**config.mk**
```make
export PLATFORM = sky130hd
export DESIGN_NAME = aes_core_sequencer
export DESIGN_NICKNAME = d
export VERILOG_FILES = /design/src/rtl/aes_core_sequencer.sv
export SDC_FILE = /design/constraint.sdc
export NUM_CORES = 1
export LEC_CHECK = 0
export ABC_CLOCK_PERIOD_IN_PS = 5000
export CAP_MARGIN = 25
export CELL_PAD_IN_SITES_DETAIL_PLACEMENT = 0
export CELL_PAD_IN_SITES_GLOBAL_PLACEMENT = 2
export CORE_MARGIN = 10
export CORE_UTILIZATION = 29
export CTS_CLUSTER_DIAMETER = 30
export DETAILED_ROUTE_END_ITERATION = 10
export GPL_TIMING_DRIVEN = 0
export PLACE_DENSITY_LB_ADDON = 0.1
export SETUP_SLACK_MARGIN = 0.5
export SYNTH_ARGS = -nofsm -noshare
export SYNTH_HDL_FRONTEND = slang
export SYNTH_SLANG_ARGS = --single-unit
```
**constraint.sdc**
```tcl
create_clock -name s00_axi_aclk -period 5 [get_ports s00_axi_aclk]
set_input_delay 1.5 -clock s00_axi_aclk [delete_from_list [all_inputs] [get_ports s00_axi_aclk]]
set_output_delay 1.5 -clock s00_axi_aclk [all_outputs]
set_load 0.01 [all_outputs]
```
**src/rtl/aes_core_sequencer.sv**
```systemverilog
// AES-256 core sequencer behind the AXI4 slave register file.
// Buffers key and block words, runs key expansion only when the key changed or a
// rekey is forced, starts one block operation, captures the result and reports
// busy/done/error. Optional feature macro: AES_SEQ_IRQ_EN adds a one-cycle irq
// pulse whenever sts_done or sts_err rises.
module aes_core_sequencer #(
    parameter int unsigned TIMEOUT_CYCLES = 255,
    parameter int unsigned CNT_W          = 16
) (
    input  logic         s00_axi_aclk,
    input  logic         s00_axi_areset,
    input  logic         cfg_wr_en,
    input  logic [3:0]   cfg_wr_addr,
    input  logic [31:0]  cfg_wr_data,
    input  logic         cmd_start,
    input  logic         cmd_decrypt,
    input  logic         cmd_rekey,
    input  logic         cmd_clear,
    output logic         sts_busy,
    output logic         sts_done,
    output logic         sts_err,
    input  logic [1:0]   res_rd_addr,
    output logic [31:0]  res_rd_data,
    output logic [255:0] core_key,
    output logic         core_key_load,
    input  logic         core_key_ready,
    output logic [127:0] core_din,
    output logic         core_decrypt,
    output logic         core_start,
    input  logic         core_done,
    input  logic [127:0] core_dout
`ifdef AES_SEQ_IRQ_EN
    ,
    output logic         irq
`endif
);

    typedef enum logic [2:0] {
        StIdle,
        StKeyLoad,
        StKeyWait,
        StStart,
        StRun,
        StDone,
        StErr
    } state_e;

    // Last waiting cycle before the timeout fires.
    localparam logic [CNT_W-1:0] TmoLast = CNT_W'(TIMEOUT_CYCLES - 1);

    state_e             state_q, state_d;
    logic [CNT_W-1:0]   cnt_q, cnt_d;
    logic [255:0]       key_q;
    logic [127:0]       din_q;
    logic [127:0]       res_q;
    logic               key_dirty_q;
    logic               dec_q;
    logic               busy_q, done_q, err_q;
    logic               key_load_q, start_q;
    logic               accept, key_ack, res_we;

    // Next-state, timeout counter and single-cycle event decode.
    always_comb begin
        state_d = state_q;
        cnt_d   = cnt_q;
        accept  = 1'b0;
        key_ack = 1'b0;
        res_we  = 1'b0;
        unique case (state_q)
            StIdle: begin
                if (cmd_start) begin
                    accept  = 1'b1;
                    state_d = (key_dirty_q || cmd_rekey) ? StKeyLoad : StStart;
                end
            end
            StKeyLoad: begin
                state_d = StKeyWait;
                cnt_d   = '0;
            end
            StKeyWait: begin
                if (core_key_ready) begin
                    key_ack = 1'b1;
                    state_d = StStart;
                end else if (cnt_q == TmoLast) begin
                    state_d = StErr;
                end else begin
                    cnt_d = cnt_q + CNT_W'(1);
                end
            end
            StStart: begin
                state_d = StRun;
                cnt_d   = '0;
            end
            StRun: begin
                if (core_done) begin
                    res_we  = 1'b1;
                    state_d = StDone;
                end else if (cnt_q == TmoLast) begin
                    state_d = StErr;
                end else begin
                    cnt_d = cnt_q + CNT_W'(1);
                end
            end
            StDone:  state_d = StIdle;
            StErr:   state_d = StIdle;
            default: state_d = StIdle;
        endcase
    end

    // State, buffers and registered status/strobe outputs.
    always_ff @(posedge s00_axi_aclk) begin
        if (s00_axi_areset) begin
            state_q     <= StIdle;
            cnt_q       <= '0;
            key_q       <= '0;
            din_q       <= '0;
            res_q       <= '0;
            key_dirty_q <= 1'b1;
            dec_q       <= 1'b0;
            busy_q      <= 1'b0;
            done_q      <= 1'b0;
            err_q       <= 1'b0;
            key_load_q  <= 1'b0;
            start_q     <= 1'b0;
        end else begin
            state_q    <= state_d;
            cnt_q      <= cnt_d;
            key_load_q <= (state_q == StKeyLoad);
            start_q    <= (state_q == StStart);

            // Buffers are frozen while an operation uses them.
            if (cfg_wr_en && !busy_q) begin
                if (!cfg_wr_addr[3]) begin
                    key_q[32*(7-int'(cfg_wr_addr[2:0])) +: 32] <= cfg_wr_data;
                    key_dirty_q <= 1'b1;
                end else if (!cfg_wr_addr[2]) begin
                    din_q[32*(3-int'(cfg_wr_addr[1:0])) +: 32] <= cfg_wr_data;
                end
            end

            if (key_ack) key_dirty_q <= 1'b0;

            // Clear first so a flag set in this same cycle is not lost.
            if (cmd_clear) begin
                done_q <= 1'b0;
                err_q  <= 1'b0;
            end

            if (accept) begin
                dec_q  <= cmd_decrypt;
                busy_q <= 1'b1;
                done_q <= 1'b0;
                err_q  <= 1'b0;
            end

            if (res_we) res_q <= core_dout;

            if (state_q == StDone) begin
                done_q <= 1'b1;
                busy_q <= 1'b0;
            end

            // A failed expansion may have left the core's schedule corrupt.
            if (state_q == StErr) begin
                err_q       <= 1'b1;
                busy_q      <= 1'b0;
                key_dirty_q <= 1'b1;
            end
        end
    end

`ifdef AES_SEQ_IRQ_EN
    logic irq_q;

    // Pulse coincides with the cycle sts_done or sts_err rises.
    always_ff @(posedge s00_axi_aclk) begin
        if (s00_axi_areset) begin
            irq_q <= 1'b0;
        end else begin
            irq_q <= (state_q == StDone) || (state_q == StErr);
        end
    end

    assign irq = irq_q;
`endif

    // Result word read mux, word 0 is the most significant.
    always_comb begin
        res_rd_data = res_q[32*(3-int'(res_rd_addr)) +: 32];
    end

    assign sts_busy      = busy_q;
    assign sts_done      = done_q;
    assign sts_err       = err_q;
    assign core_key      = key_q;
    assign core_key_load = key_load_q;
    assign core_din      = din_q;
    assign core_decrypt  = dec_q;
    assign core_start    = start_q;

endmodule

```
==> reports/results.md <==
* completed — result of the run
* 0 — remaining antenna violation count after routing
* dfxtp_1, nand2_1, a21oi_1 — top cells by area in the synthesized netlist
* true — RSZ-0062 raised after global routing
* 285.7 microns — die height
* 0 — number of enable flip-flop cells after synthesis
* 97 — Rows
* 10.44% — fraction of layout instances using a drive strength above 1
* 0.02035 ns — maximum clock skew at final layout
* 89.51% — final worst path period share
* 223.4 MHz — Max Freq
* 20480 sq um — area of the mapped netlist
* 81640 sq um — Total Die Area
* 0 ns — total negative setup slack
* input pin to output port — Setup CP Type
* dfxtp_1 — post-synthesis cell type with the largest combined area
* 17 — largest net degree at the start of global routing
* 29.24% — starting density of the core
* 0.71 ns — latest clock arrival within the worst-skew pair
* 0% — async set or reset register ratio after synthesis
* 8.228 sq um — mean cell area of the mapped netlist
* 55 — Distinct cells, synth
* 0 — Congestion Overflow GR
* 0.04 ns — clock slew at the register clock pins of the worst setup and hold paths
* 4.897 — vias per inst
* 0.0003006 V — peak supply drop
* 1347 — number of design-rule violations left by the first detailed-router iteration
* 3429 — Nets
* 5 — number of search-and-repair iterations in the first detailed-routing pass
* 103900 microns — Final Routed Wirelength
* 60.46% — area growth from synthesis to final layout
* input pin — kind of start point of the critical path
* 0.8558 — final estimated routing congestion in global placement
* 0.5245 ns — smallest setup slack after layout
* 6800 — fill cell total of the finished layout
* 78880 microns — placed wire-length estimate after detailed placement
* 11.34 nW — Static Leak
* 24.44% — Overall Global Routing Usage
* 144 — total CTS buffers
* 436.5 nW/um^2 — power density over the cells
* register to register — class of the worst hold path
* dfxtp_1 — Primary FF master, synth
* 147500 microns — first-pass GRT wire length
* 594 — # port buffers
* 1.097 ns — transition time at the pin with the least slew margin
* 0 — number of remaining DRC errors
* 0 — count of hold-fix buffers inserted at cts
* 538 — number of register bits inferred by synthesis
* 10 — highest net fanout along the worst path
* 0 — number of warnings reported in the yosys synthesis log
* 0 — Fin. Hold Viols
* 538 — number of clock sinks
* 285.7 microns — die span in x
* 2489 — cell count after synthesis
* 0 — final number of max-transition violations
* 26.86% — tightest slew margin relative to the limit
* 3 — Clock Path Buffers
* done — TritonCTS clock tree
* 21090 — routed via count
* 0.03696 ns — pre-CTS setup slack
* 52.59% — share of the synthesized area in the top cell type
* 24.13 microns — routed wirelength normalized by instance count
* 4 — level count of the clock H-tree
* 3.50 ns — required arrival time at the worst endpoint
* 4.475 ns — crit path time final
* 70030 sq um — area of the core
* 597 — number of ports placed on the die boundary
* 52.59% — part of the Yosys area used for sequential elements
* 2.98 ns — Worst EP arrival
* 0 — # Max-Cap Violations
* 5 — antenna violations before repair
* 2671 — Synthesized Nets
* 0 — total of endpoints with negative setup slack in the final report
* output port — endpoint kind of the worst setup timing path
* 21180 — number of global-route vias before repair
* clkbuf_16 — root buf cell
## cells by family after synthesis
| kind of cell | count (synthesis) | synth area share, % |
|---|---|---|
| xor gates and xnor gates | 4 | 0.1711 |
| DFF | 538 | 52.59 |
| and+or+nand+nor | 1098 | 23.16 |
| adders and majority gates | 7 | 0.4277 |
| AOI/OAI and AO/OA | 525 | 13.11 |
| muxes | 65 | 5.132 |
| buffers and inverters | 252 | 5.413 |
## path summary, 6_finish.rpt
kind                                      from               to  slack (ns)  cells after the start
worst min register to register    core_din[64]     core_din[64]        0.45                      2
worst max-delay path            res_rd_addr[0]  res_rd_data[28]        0.52                      4
worst min-delay path              core_din[64]     core_din[64]        0.45                      2
worst max register to register      state_q[0]        res_q[31]        2.52                      7
## routing by layer
| metal | part of all wire, % | vias to the layer above | track usage, % |
|---|---|---|---|
| met5 | 0.035 | - | 0 |
| met4 | 2.6 | 6 | 8.475 |
| met3 | 9.1 | 158 | 9.300 |
| met2 | 49 | 750 | 41.79 |
| met1 | 39 | 10190 | 27.53 |
| li1 | - | 9994 | - |
## cell usage in the layout, fill, tap and decap left out, types with 11 or more instances in the layout
| cell | netlist | final |
|---|---|---|
| nand2_1 | 664 | 664 |
| clkdlybuf4s50_1 | 0 | 592 |
| dfxtp_1 | 538 | 538 |
| a21oi_1 | 497 | 497 |
| nand3_1 | 326 | 326 |
| clkbuf_1 | 193 | 213 |
| clkbuf_16 | 0 | 147 |
| nor2_1 | 52 | 52 |
| clkbuf_8 | 0 | 34 |
| mux2i_1 | 33 | 33 |
| mux4_2 | 32 | 32 |
| clkinv_2 | 0 | 30 |
| buf_2 | 22 | 19 |
| buf_6 | 12 | 15 |
| buf_4 | 12 | 14 |
| buf_8 | 0 | 14 |
| bufinv_16 | 0 | 12 |
| and2_1 | 11 | 11 |
## critical path, cell delays in order
cell             delay [ns]
clkbuf_4               0.20
buf_12                 0.20
mux4_2                 0.55
clkdlybuf4s50_1        0.51
## synthesized netlist by cell type, types with 2 or more instances
library cell  number
a211oi_1           4
a21oi_1          497
a31oi_1            2
and2_1            11
and3_1             5
buf_1              2
buf_2             22
buf_4             12
buf_6             12
clkbuf_1         193
dfxtp_1          538
ha_1               7
inv_1             10
mux2i_1           33
mux4_2            32
nand2_1          664
nand2b_1           2
nand3_1          326
nand3b_1           2
nor2_1            52
nor2b_1            3
nor3_1             7
nor3_2             2
nor4_1             3
o21ai_0            8
o31ai_1            4
or3_1              3
or3b_2             2
or4_1              3
xnor2_1            3
## power breakdown
group	internal, mW	total (mW)	switching (mW)
clock	6.46	9.25	2.80
sequential	4.34	4.36	0.0216
combinational	0.265	0.733	0.468
total	11.1	14.3	3.29
## stage by stage
stage	util [%]	area, sq um	total power [mW]	cells	hold slack [ns]
2_1_floorplan	-	20480	4.719	2489	0.4331
3_3_place_gp	39.41	27600	5.135	4023	0.4381
3_5_place_dp	39.73	27820	5.156	4039	0.4460
4_1_cts	46.84	32800	14.46	4301	0.4514
5_1_grt	46.92	32850	14.75	4305	0.4603
6_report	46.92	32860	14.34	4307	0.4481
## registers in the layout, indices dropped and copies added (netlist names)
name and count:
cnt_q 16, core_decrypt 1, core_din 128, core_key 256
core_key_load 1, core_start 1, key_dirty_q 1, res_q 128
state_q 3, sts_busy 1, sts_done 1, sts_err 1
## what timing repair did
| action | CTS | global route |
|---|---|---|
| gates resized for setup | 17 | 6 |
| buffers inserted | 0 | 0 |
| setup endpoints to repair | 31 | 18 |
## layout make-up
type | instances | area, sq um | area share, %
Sequential cell | 538 | 10770 | 32.78
Clock inverter | 57 | 699.4 | 2.129
Tap cell | 940 | 1176 | 3.579
Buffer | 241 | 1127 | 3.431
Inverter | 11 | 41.29 | 0.1257
Clock buffer | 205 | 4237 | 12.89
Multi-Input combinational cell | 1699 | 8600 | 26.17
Timing Repair Buffer | 612 | 6198 | 18.86
Antenna cell | 4 | 10.01 | 0.03046
No activity file was read; power rests on OpenSTA's default activity.
